==> src/rtl/inverse_clarke_pkg.sv <==
// Shared constants and helpers for the fixed-point inverse Clarke transform.
package inverse_clarke_pkg;

    // Integer square root (floor) by bitwise binary search.
    function automatic int unsigned isqrt64(input longint unsigned n);
        longint unsigned r;
        longint unsigned t;
        r = 64'd0;
        for (int i = 31; i >= 0; i--) begin
            t = r | (64'd1 << i);
            if (t * t <= n) r = t;
        end
        return r[31:0];
    endfunction

    // round(sqrt(3)/2 * 2^q) == (floor(sqrt(3 * 4^q)) + 1) >> 1
    function automatic int unsigned k_const(input int q);
        return (isqrt64(64'd3 << (2 * q)) + 32'd1) >> 1;
    endfunction

    function automatic int int_width(input int d, input int q);
        return d + q + 2;
    endfunction

    function automatic logic signed [63:0] sat_max(input int d);
        return (64'sd1 <<< (d - 1)) - 64'sd1;
    endfunction

    function automatic logic signed [63:0] sat_min(input int d);
        return -(64'sd1 <<< (d - 1));
    endfunction

endpackage

==> src/rtl/inverse_clarke_if.sv <==
// Sample stream interface: alpha/beta in with valid, a/b/c out with valid.
interface inverse_clarke_if #(
    parameter int D_WIDTH = 32
) ();
    logic                      in_valid;
    logic signed [D_WIDTH-1:0] alpha;
    logic signed [D_WIDTH-1:0] beta;
    logic                      out_valid;
    logic signed [D_WIDTH-1:0] a;
    logic signed [D_WIDTH-1:0] b;
    logic signed [D_WIDTH-1:0] c;

    modport master (
        output in_valid, alpha, beta,
        input  out_valid, a, b, c
    );

    modport slave (
        input  in_valid, alpha, beta,
        output out_valid, a, b, c
    );
endinterface

==> src/rtl/inverse_clarke_sat.sv <==
// Wide-to-D_WIDTH signed narrower; saturates when INVERSE_CLARKE_SAT_EN is
// defined, otherwise wraps in two's complement. Requires W_WIDTH <= 64.
module inverse_clarke_sat
    import inverse_clarke_pkg::*;
#(
    parameter int D_WIDTH = 32,
    parameter int W_WIDTH = 44
) (
    input  logic signed [W_WIDTH-1:0] din,
    output logic signed [D_WIDTH-1:0] dout
);

`ifdef INVERSE_CLARKE_SAT_EN
    localparam logic signed [63:0]        MAX64 = sat_max(D_WIDTH);
    localparam logic signed [63:0]        MIN64 = sat_min(D_WIDTH);
    localparam logic signed [W_WIDTH-1:0] MAXW  = MAX64[W_WIDTH-1:0];
    localparam logic signed [W_WIDTH-1:0] MINW  = MIN64[W_WIDTH-1:0];

    always_comb begin
        dout = din[D_WIDTH-1:0];
        if (din > MAXW) begin
            dout = MAXW[D_WIDTH-1:0];
        end else if (din < MINW) begin
            dout = MINW[D_WIDTH-1:0];
        end
    end
`else
    logic unused_hi;

    assign dout      = din[D_WIDTH-1:0];
    assign unused_hi = ^din[W_WIDTH-1:D_WIDTH];
`endif

endmodule

==> src/rtl/inverse_clarke_fx.sv <==
// Two-stage fixed-point inverse Clarke transform (alpha, beta) -> (a, b, c).
// Output saturation of b/c is enabled by defining INVERSE_CLARKE_SAT_EN.
module inverse_clarke_fx
    import inverse_clarke_pkg::*;
#(
    parameter int D_WIDTH = 32,
    parameter int Q_BITS  = 10
) (
    input logic           clk,
    input logic           rst,
    inverse_clarke_if.slave bus
);

    localparam int W = int_width(D_WIDTH, Q_BITS);
    localparam logic signed [W-1:0] K_W = W'(k_const(Q_BITS));
    localparam logic signed [W-1:0] RND = W'(64'd1 << (Q_BITS - 1));

    logic signed [W-1:0]       beta_w;
    logic signed [W-1:0]       prod_w;
    logic signed [W-1:0]       p_w;
    logic signed [D_WIDTH-1:0] half_d;

    logic                      s1_valid;
    logic signed [D_WIDTH-1:0] s1_alpha;
    logic signed [D_WIDTH-1:0] s1_half;
    logic signed [W-1:0]       s1_p;

    logic signed [W-1:0]       half_w;
    logic signed [W-1:0]       b_w;
    logic signed [W-1:0]       c_w;
    logic signed [D_WIDTH-1:0] b_n;
    logic signed [D_WIDTH-1:0] c_n;

    logic                      out_valid_r;
    logic signed [D_WIDTH-1:0] a_r;
    logic signed [D_WIDTH-1:0] b_r;
    logic signed [D_WIDTH-1:0] c_r;

    // Stage 1 math: the product needs at most D_WIDTH+Q_BITS+1 bits, so W never wraps.
    assign beta_w = {{(W - D_WIDTH){bus.beta[D_WIDTH-1]}}, bus.beta};
    assign prod_w = beta_w * K_W;
    assign p_w    = (prod_w + RND) >>> Q_BITS;
    assign half_d = bus.alpha >>> 1;

    always_ff @(posedge clk) begin
        if (rst) begin
            s1_valid <= 1'b0;
        end else begin
            s1_valid <= bus.in_valid;
            if (bus.in_valid) begin
                s1_alpha <= bus.alpha;
                s1_half  <= half_d;
                s1_p     <= p_w;
            end
        end
    end

    assign half_w = {{(W - D_WIDTH){s1_half[D_WIDTH-1]}}, s1_half};
    assign b_w    = s1_p - half_w;
    assign c_w    = -(half_w + s1_p);

    inverse_clarke_sat #(.D_WIDTH(D_WIDTH), .W_WIDTH(W)) u_sat_b (
        .din  (b_w),
        .dout (b_n)
    );

    inverse_clarke_sat #(.D_WIDTH(D_WIDTH), .W_WIDTH(W)) u_sat_c (
        .din  (c_w),
        .dout (c_n)
    );

    always_ff @(posedge clk) begin
        if (rst) begin
            out_valid_r <= 1'b0;
            a_r         <= '0;
            b_r         <= '0;
            c_r         <= '0;
        end else begin
            out_valid_r <= s1_valid;
            if (s1_valid) begin
                a_r <= s1_alpha;
                b_r <= b_n;
                c_r <= c_n;
            end
        end
    end

    assign bus.out_valid = out_valid_r;
    assign bus.a         = a_r;
    assign bus.b         = b_r;
    assign bus.c         = c_r;

endmodule

==> src/flat_wrapper.sv <==
// flat-port wrapper written by rule: the top's interface ports become plain ports
module inverse_clarke_fx_flat import inverse_clarke_pkg::*;
#(
    parameter int D_WIDTH = 32,
    parameter int Q_BITS  = 10
)
  (clk, rst, bus_in_valid, bus_alpha, bus_beta, bus_out_valid, bus_a, bus_b, bus_c);
  inverse_clarke_if #(.D_WIDTH(D_WIDTH)) bus_i ();
  input logic clk;
  input logic rst;
  input wire logic [$bits(bus_i.in_valid)-1:0] bus_in_valid;
  input wire logic [$bits(bus_i.alpha)-1:0] bus_alpha;
  input wire logic [$bits(bus_i.beta)-1:0] bus_beta;
  output wire logic [$bits(bus_i.out_valid)-1:0] bus_out_valid;
  output wire logic [$bits(bus_i.a)-1:0] bus_a;
  output wire logic [$bits(bus_i.b)-1:0] bus_b;
  output wire logic [$bits(bus_i.c)-1:0] bus_c;
  assign bus_i.in_valid = bus_in_valid;
  assign bus_i.alpha = bus_alpha;
  assign bus_i.beta = bus_beta;
  assign bus_out_valid = bus_i.out_valid;
  assign bus_a = bus_i.a;
  assign bus_b = bus_i.b;
  assign bus_c = bus_i.c;
  inverse_clarke_fx #(.D_WIDTH(D_WIDTH), .Q_BITS(Q_BITS)) u_core (.clk(clk), .rst(rst), .bus(bus_i));
endmodule
==> config.mk <==
export PLATFORM = sky130hd
export DESIGN_NAME = inverse_clarke_fx_flat
export DESIGN_NICKNAME = d
export VERILOG_FILES = /design/src/rtl/inverse_clarke_pkg.sv /design/src/rtl/inverse_clarke_if.sv /design/src/rtl/inverse_clarke_sat.sv /design/src/rtl/inverse_clarke_fx.sv /design/src/flat_wrapper.sv
export SDC_FILE = /design/constraint.sdc
export NUM_CORES = 1
export LEC_CHECK = 0
export ABC_CLOCK_PERIOD_IN_PS = 7500
export CAP_MARGIN = 5
export CORE_UTILIZATION = 40
export DETAILED_ROUTE_END_ITERATION = 8
export PLACE_DENSITY = 0.69
export SETUP_SLACK_MARGIN = 0.05
export SLEW_MARGIN = 40
export SYNTH_ARGS = -nofsm -noshare
export SYNTH_HDL_FRONTEND = slang
export SYNTH_SLANG_ARGS = --single-unit
==> constraint.sdc <==
create_clock -name clk -period 7.5 [get_ports clk]
set_clock_uncertainty 0.15 [all_clocks]
set_input_delay 1.5 -clock clk [delete_from_list [all_inputs] [get_ports clk]]
set_output_delay 1.5 -clock clk [all_outputs]
set_load 0.05 [all_outputs]
## Word-level counts from Yosys, hierarchy flattened

Cells that the tools add are included.

| cells by class | value |
|---|---|
| $add $sub $neg | 4 |
| $mul | 1 |
| bitwise logic cells | 1 |
| reductions and logical operators | 1 |

Operators by type and width:

| kind | number |
|---|---|
| adder 42 x 11 -> 42 bit (second input constant) | 1 |
| multiplier 32 x 11 -> 42 bit (second input constant) | 1 |
| adder 31 x 32 -> 32 bit | 1 |
| negator 32 bit | 1 |
| subtractor 32 x 31 -> 32 bit | 1 |
| AND reduction 2 bit | 1 |
| inverter 1 bit | 1 |

| storage, ports and cells | value |
|---|---|
| bits in registers | 193 |
| word-level logic and storage cells | 15 |

## Longest topological paths before layout

Gate-level depths: netlist (run 1).

| depth | value |
|---|---|
| depth after elaboration | 2 |
| mapped depth | 20 |

## Cells and area by module

A second synthesis (run 1) with hierarchy kept.

| second synthesis, totals | value |
|---|---|
| cells, all modules | 1,907 |
| area, all modules | 18,009.8 sq um |

By module, submodules not included:

| module | instances | cells an instance | area an instance (sq um) | sequential area each (sq um) |
|---|---|---|---|---|
| inverse_clarke_fx | 1 | 1,843 | 17,529.3 | 3,943.8 |
| inverse_clarke_sat | 2 | 32 | 240.2 | 0.0 |

## Least setup slack after synthesis (run 1)

No wires, ideal clock.

| path | value |
|---|---|
| path kind | input-to-reg |
| start | input bus_beta[6] |
| end | register u_core.s1_p[30] (data pin) |
| setup time | 180 ps |
| data arrival time | 5,813 ps |
| setup slack | 1,357 ps |
| stages | 20 |
| cell sequence | ha_1 -> clkbuf_1 -> xor2_1 -> ha_1 -> a21o_1 -> fa_1 -> fa_1 -> inv_1 -> fa_1 -> inv_1 -> ha_1 -> and4_1 -> nor2b_1 -> o21ai_1 -> o211ai_1 -> a41oi_2 -> o21a_1 -> o21ai_2 -> a2111o_1 -> o311ai_1 |

| on the way | value |
|---|---|
| cells in the longest elaborated chain, start to end | 2 |

Ends and longest elaborated chain:

| element | RTL line | text |
|---|---|---|
| from (decl) | flat_wrapper.sv:13 | `input wire logic [$bits(bus_i.beta)-1:0] bus_beta;` |
| multiplier 32 x 11 -> 42 bit | inverse_clarke_fx.sv:41 | `assign prod_w = beta_w * K_W;` |
| adder 42 x 11 -> 42 bit | inverse_clarke_fx.sv:42 | `assign p_w = (prod_w + RND) >>> Q_BITS;` |
| named net u_core.p_w[30] | inverse_clarke_fx.sv:20 | `logic signed [W-1:0] p_w;` |
| to (signal assigned) | inverse_clarke_fx.sv:53 | `s1_p <= p_w;` |
| to (decl) | inverse_clarke_fx.sv:26 | `logic signed [W-1:0] s1_p;` |

The timed path passes the listed nets, and every way through them passes these cells.
A chain may end at the register's enable or synchronous reset.

## Worst setup path after layout (run 1)

| path | value |
|---|---|
| start | input bus_beta[4] |
| end | register u_core.s1_p[30] (data pin) |

Same word-level chain as after synthesis.

==> results of run 1 <==
layout by cell type, fill, tap and decap left out, drive strengths merged, types with 50 or more instances in the layout:
| cell | count |
|---|---|
| inv | 324 |
| ha | 241 |
| fa | 163 |
| clkdlybuf4s50 | 162 |
| nor2 | 129 |
| a21oi | 103 |
| dfxtp | 97 |
| edfxtp | 64 |
| nand2 | 61 |
| xnor2 | 59 |
| o21ai | 57 |
| mux2i | 50 |
how the worst min path moves through the flow:
stage / slack, ns / to / cells after the start / from
after floorplan: 0.31 / u_core.bus.a[0] / 2 / u_core.s1_alpha[0]
after global placement: 0.29 / u_core.bus.c[29] / 2 / u_core.bus.c[29]
after detailed placement: 0.29 / u_core.bus.c[29] / 2 / u_core.bus.c[29]
after CTS: 0.30 / u_core.bus.c[29] / 2 / u_core.bus.c[29]
after global routing: 0.33 / u_core.bus.c[30] / 2 / u_core.bus.c[30]
final: 0.29 / u_core.bus.c[29] / 2 / u_core.bus.c[29]
kinds of logic (layout without fill, tap and decap cells):
kind of cell	Yosys count	count (layout)	share of synthesized area
multiplexers	50	50	0.0301
buffers and inverters	353	523	0.0801
AND/OR/NAND/NOR	310	310	0.0880
AO/OA/AOI/OAI	340	340	0.137
adder cells (fa/ha/maj)	404	404	0.378
XOR/XNOR	104	104	0.0548
flip-flops	161	161	0.233
worst max-delay path: cells and delay by family:
family	cells	cell delay, ns
AND/OR/NAND/NOR	2	0.32
AO/OA/AOI/OAI	6	1.62
buffers and inverters	3	0.65
adder cells (fa/ha/maj)	6	2.70
through the flow:
stage	total power (W)	setup WS [ns]
5_1_grt	0.0107	0.529
4_1_cts	0.00978	0.818
3_3_place_gp	0.00874	0.488
2_1_floorplan	0.00706	1.36
3_5_place_dp	0.00886	0.352
6_report	0.00973	0.829
state kept, by name, summed over array words and instances (netlist names):
name,count
u_core.s1_valid,1
u_core.bus.b,32
u_core.bus.a,32
u_core.bus.c,31
u_core.s1_p,32
u_core.s1_alpha,32
u_core.bus.out_valid,1
area by class of cell:
cell class	instances	area, µm²
clock buffer	20	447
sequential	161	3870
inverter	322	1210
multi-input combinational	1208	11400
timing repair buffer	169	1700
clock inverter	12	133
fill	3921	21500
tap	532	666
per-layer routing:
layer | part of all wire | track usage | vias to the layer above
li1 | - | - | 6076
met1 | 0.49 | 0.267 | 5827
met2 | 0.47 | 0.327 | 206
met3 | 0.028 | 0.0187 | 32
met4 | 0.013 | 0.0509 | 0
met5 | 0 | 0 | -
power groups by stage:
stage	clock, W	combinational, W	sequential [W]
after global placement	0	0.00720	0.00154
after detailed placement	0	0.00731	0.00155
after CTS	0.000890	0.00736	0.00153
after global routing	0.000920	0.00827	0.00155
after floorplan	0	0.00524	0.00182
final	0.000865	0.00734	0.00152
==> results.tsv, run 1 <==
stage	metric	value	unit
floorplanning	num rows	74	
power_and_ir_drop	clock network fraction of design power	0.089	
final_layout	final net count	2350	
global_route	Remaining Overflow, GRT	0	
global_route	largest net degree at the start of global routing	63	
floorplanning	Die Span Y	206	µm
global_route	gr usage total	0.195	
worst_setup_path	Req. time, crit path	7.62	ns
clock_tree	total CTS buffers	17	
timing	Setup TNS	0	ns
worst_setup_path	kind of critical path	input port to register	
final_layout	Final Util	0.475	
power_and_ir_drop	internal power	0.00487	W
timing	Worst-Margin Slew	0.782	ns
power_and_ir_drop	static leakage	9.03	nW
yosys	Seq cells post-synth	161	
clock_tree	CTS clock-pin slew for the worst setup and hold paths	0.06	ns
floorplanning	Initial Util	0.406	
timing	hold_ws	0.293	ns
yosys	cell with the most instances after synthesis	inv_1	
worst_setup_path	kind of end point of the critical path	register	
worst_setup_path	cells on worst reg2reg path	14	
clock_tree	clock buffer depth	2	
yosys	synth top area cells	fa_1, ha_1, dfxtp_1, edfxtp_1, inv_1	
yosys	Post-synth top cells	inv_1, ha_1, fa_1	
power_and_ir_drop	sw frac	0.499	
yosys	top cell type's share of synthesized area	0.196	
power_and_ir_drop	P per Cell Area	500	mW/mm²
worst_setup_path	cells along the critical path	clkdlybuf4s50_1 > ha_1 > fa_1 > inv_1 > fa_1 > inv_1 > fa_1 > fa_1 > ha_1 > nand3_1 > or2_1 > o211ai_1 > a41oi_2 > o21a_1 > o21ai_2 > a21oi_1 > o311ai_1	
clock_tree	CTS tree	built	
worst_setup_path	type of origin of the critical path	input port	
yosys	area leader, netlist	fa_1	
timing	max-slew violations	0	
final_layout	ANT cells	0	
timing	Setup Viol. Count Final	0	
worst_setup_path	reg2reg end	u_core.bus.c[27]	
clock_tree	# hold bufs at CTS	0	
place	GPL Wtd Cong	0.911	
power_and_ir_drop	Sw Pwr	0.00486	W
final_layout	post-route cell area	0.0195	mm²
final_layout	share of cells above drive strength 1	0.0296	
place	hpwl dp	33.6	mm
worst_setup_path	Reg-to-Reg Start	u_core.s1_alpha[2]	
yosys	Cell variety after synth	81	
timing	Fmax	150	MHz
drt	Residual DRC	0	
yosys	sequential fraction of the synthesis area	0.233	
clock_tree	H-tree depth	4	
global_route	vias in the first global route	12600	
min_path	worst hold path type	register to register	
timing	RSZ-0062 raised after global routing	no	
worst_setup_path	setup slack, reg-to-reg	3.89	ns
yosys	EDFF count, synth	64	
yosys	Syn Area/Cell	9.65	µm²
worst_setup_path	most used cell, CP	fa_1	
global_route	global-route wire length before repair	64.8	mm
run	Max-cap violations	0	
power_and_ir_drop	Worst VDD drop	0.274	mV
drt	Iter 0 DRT Violations	498	
drt	DRT Wirelength	40.0	mm
final_layout	synth-to-layout area growth	17.1	%
worst_setup_path	CP max stage cell	clkdlybuf4s50_1	
worst_setup_path	Arr. time, crit path	6.79	ns
drt	number of detailed-route iterations in the first pass	5	
drt	antenna viol nets, final	0	
drt	via-per-instance ratio	5.01	
place	dpl cells	2392	
place	placed cell area	0.0189	mm²
worst_setup_path	crit path to	u_core.s1_p[30]	
timing	post-layout minimum cycle time	6.67	ns
yosys	Synth Cell Area	0.0166	mm²
yosys	Top FF cell, synth	dfxtp_1	
clock_tree	post_cts resized	0	
place	IO Port Bufs	163	
yosys	yosys warns	0	
timing	final hold vios	0	
worst_setup_path	crit-path max cell delay	0.54	ns
floorplanning	die width	206	µm
clock_tree	total setup buffers inserted after CTS	0	
clock_tree	Root Driver	clkbuf_16	
timing	Slew HR	0.478	
floorplanning	io pins	164	
worst_setup_path	crit path from	bus_beta[4]	
clock_tree	Clock Sinks	161	
floorplanning	core box area	0.0409	mm²
global_route	antenna violations before repair	0	
clock_tree	Worst-Skew Late Latency	0.45	ns
worst_setup_path	CP max FO	6	
yosys	Mapped Cells	1722	
drt	via count	12100	
outcome	status	finished clean	
floorplanning	die footprint	0.0424	mm²
drt	Routed wire per std cell	16.5	µm
final_layout	Final Non-Filler Cells	2424	
yosys	Syn Nets	2193	
power_and_ir_drop	part of the power in combinational logic	0.755	
yosys	asr flop ratio synth	0	
power_and_ir_drop	Reg power frac	0.157	
timing	crit share post-route	0.890	
Note: power is estimated with default switching activity, not from simulation.
==> run 2: changes to the inputs <==
--- a/config.mk
+++ b/config.mk
@@ -8,6 +8,7 @@
 export ABC_CLOCK_PERIOD_IN_PS = 7500
 export CAP_MARGIN = 5
 export CORE_UTILIZATION = 40
+export CTS_CLUSTER_SIZE = 25
 export DETAILED_ROUTE_END_ITERATION = 8
 export PLACE_DENSITY = 0.69
 export SETUP_SLACK_MARGIN = 0.05
==> results of run 2 <==
No change in the layout: final DEF, timing and power equal those of run 1.
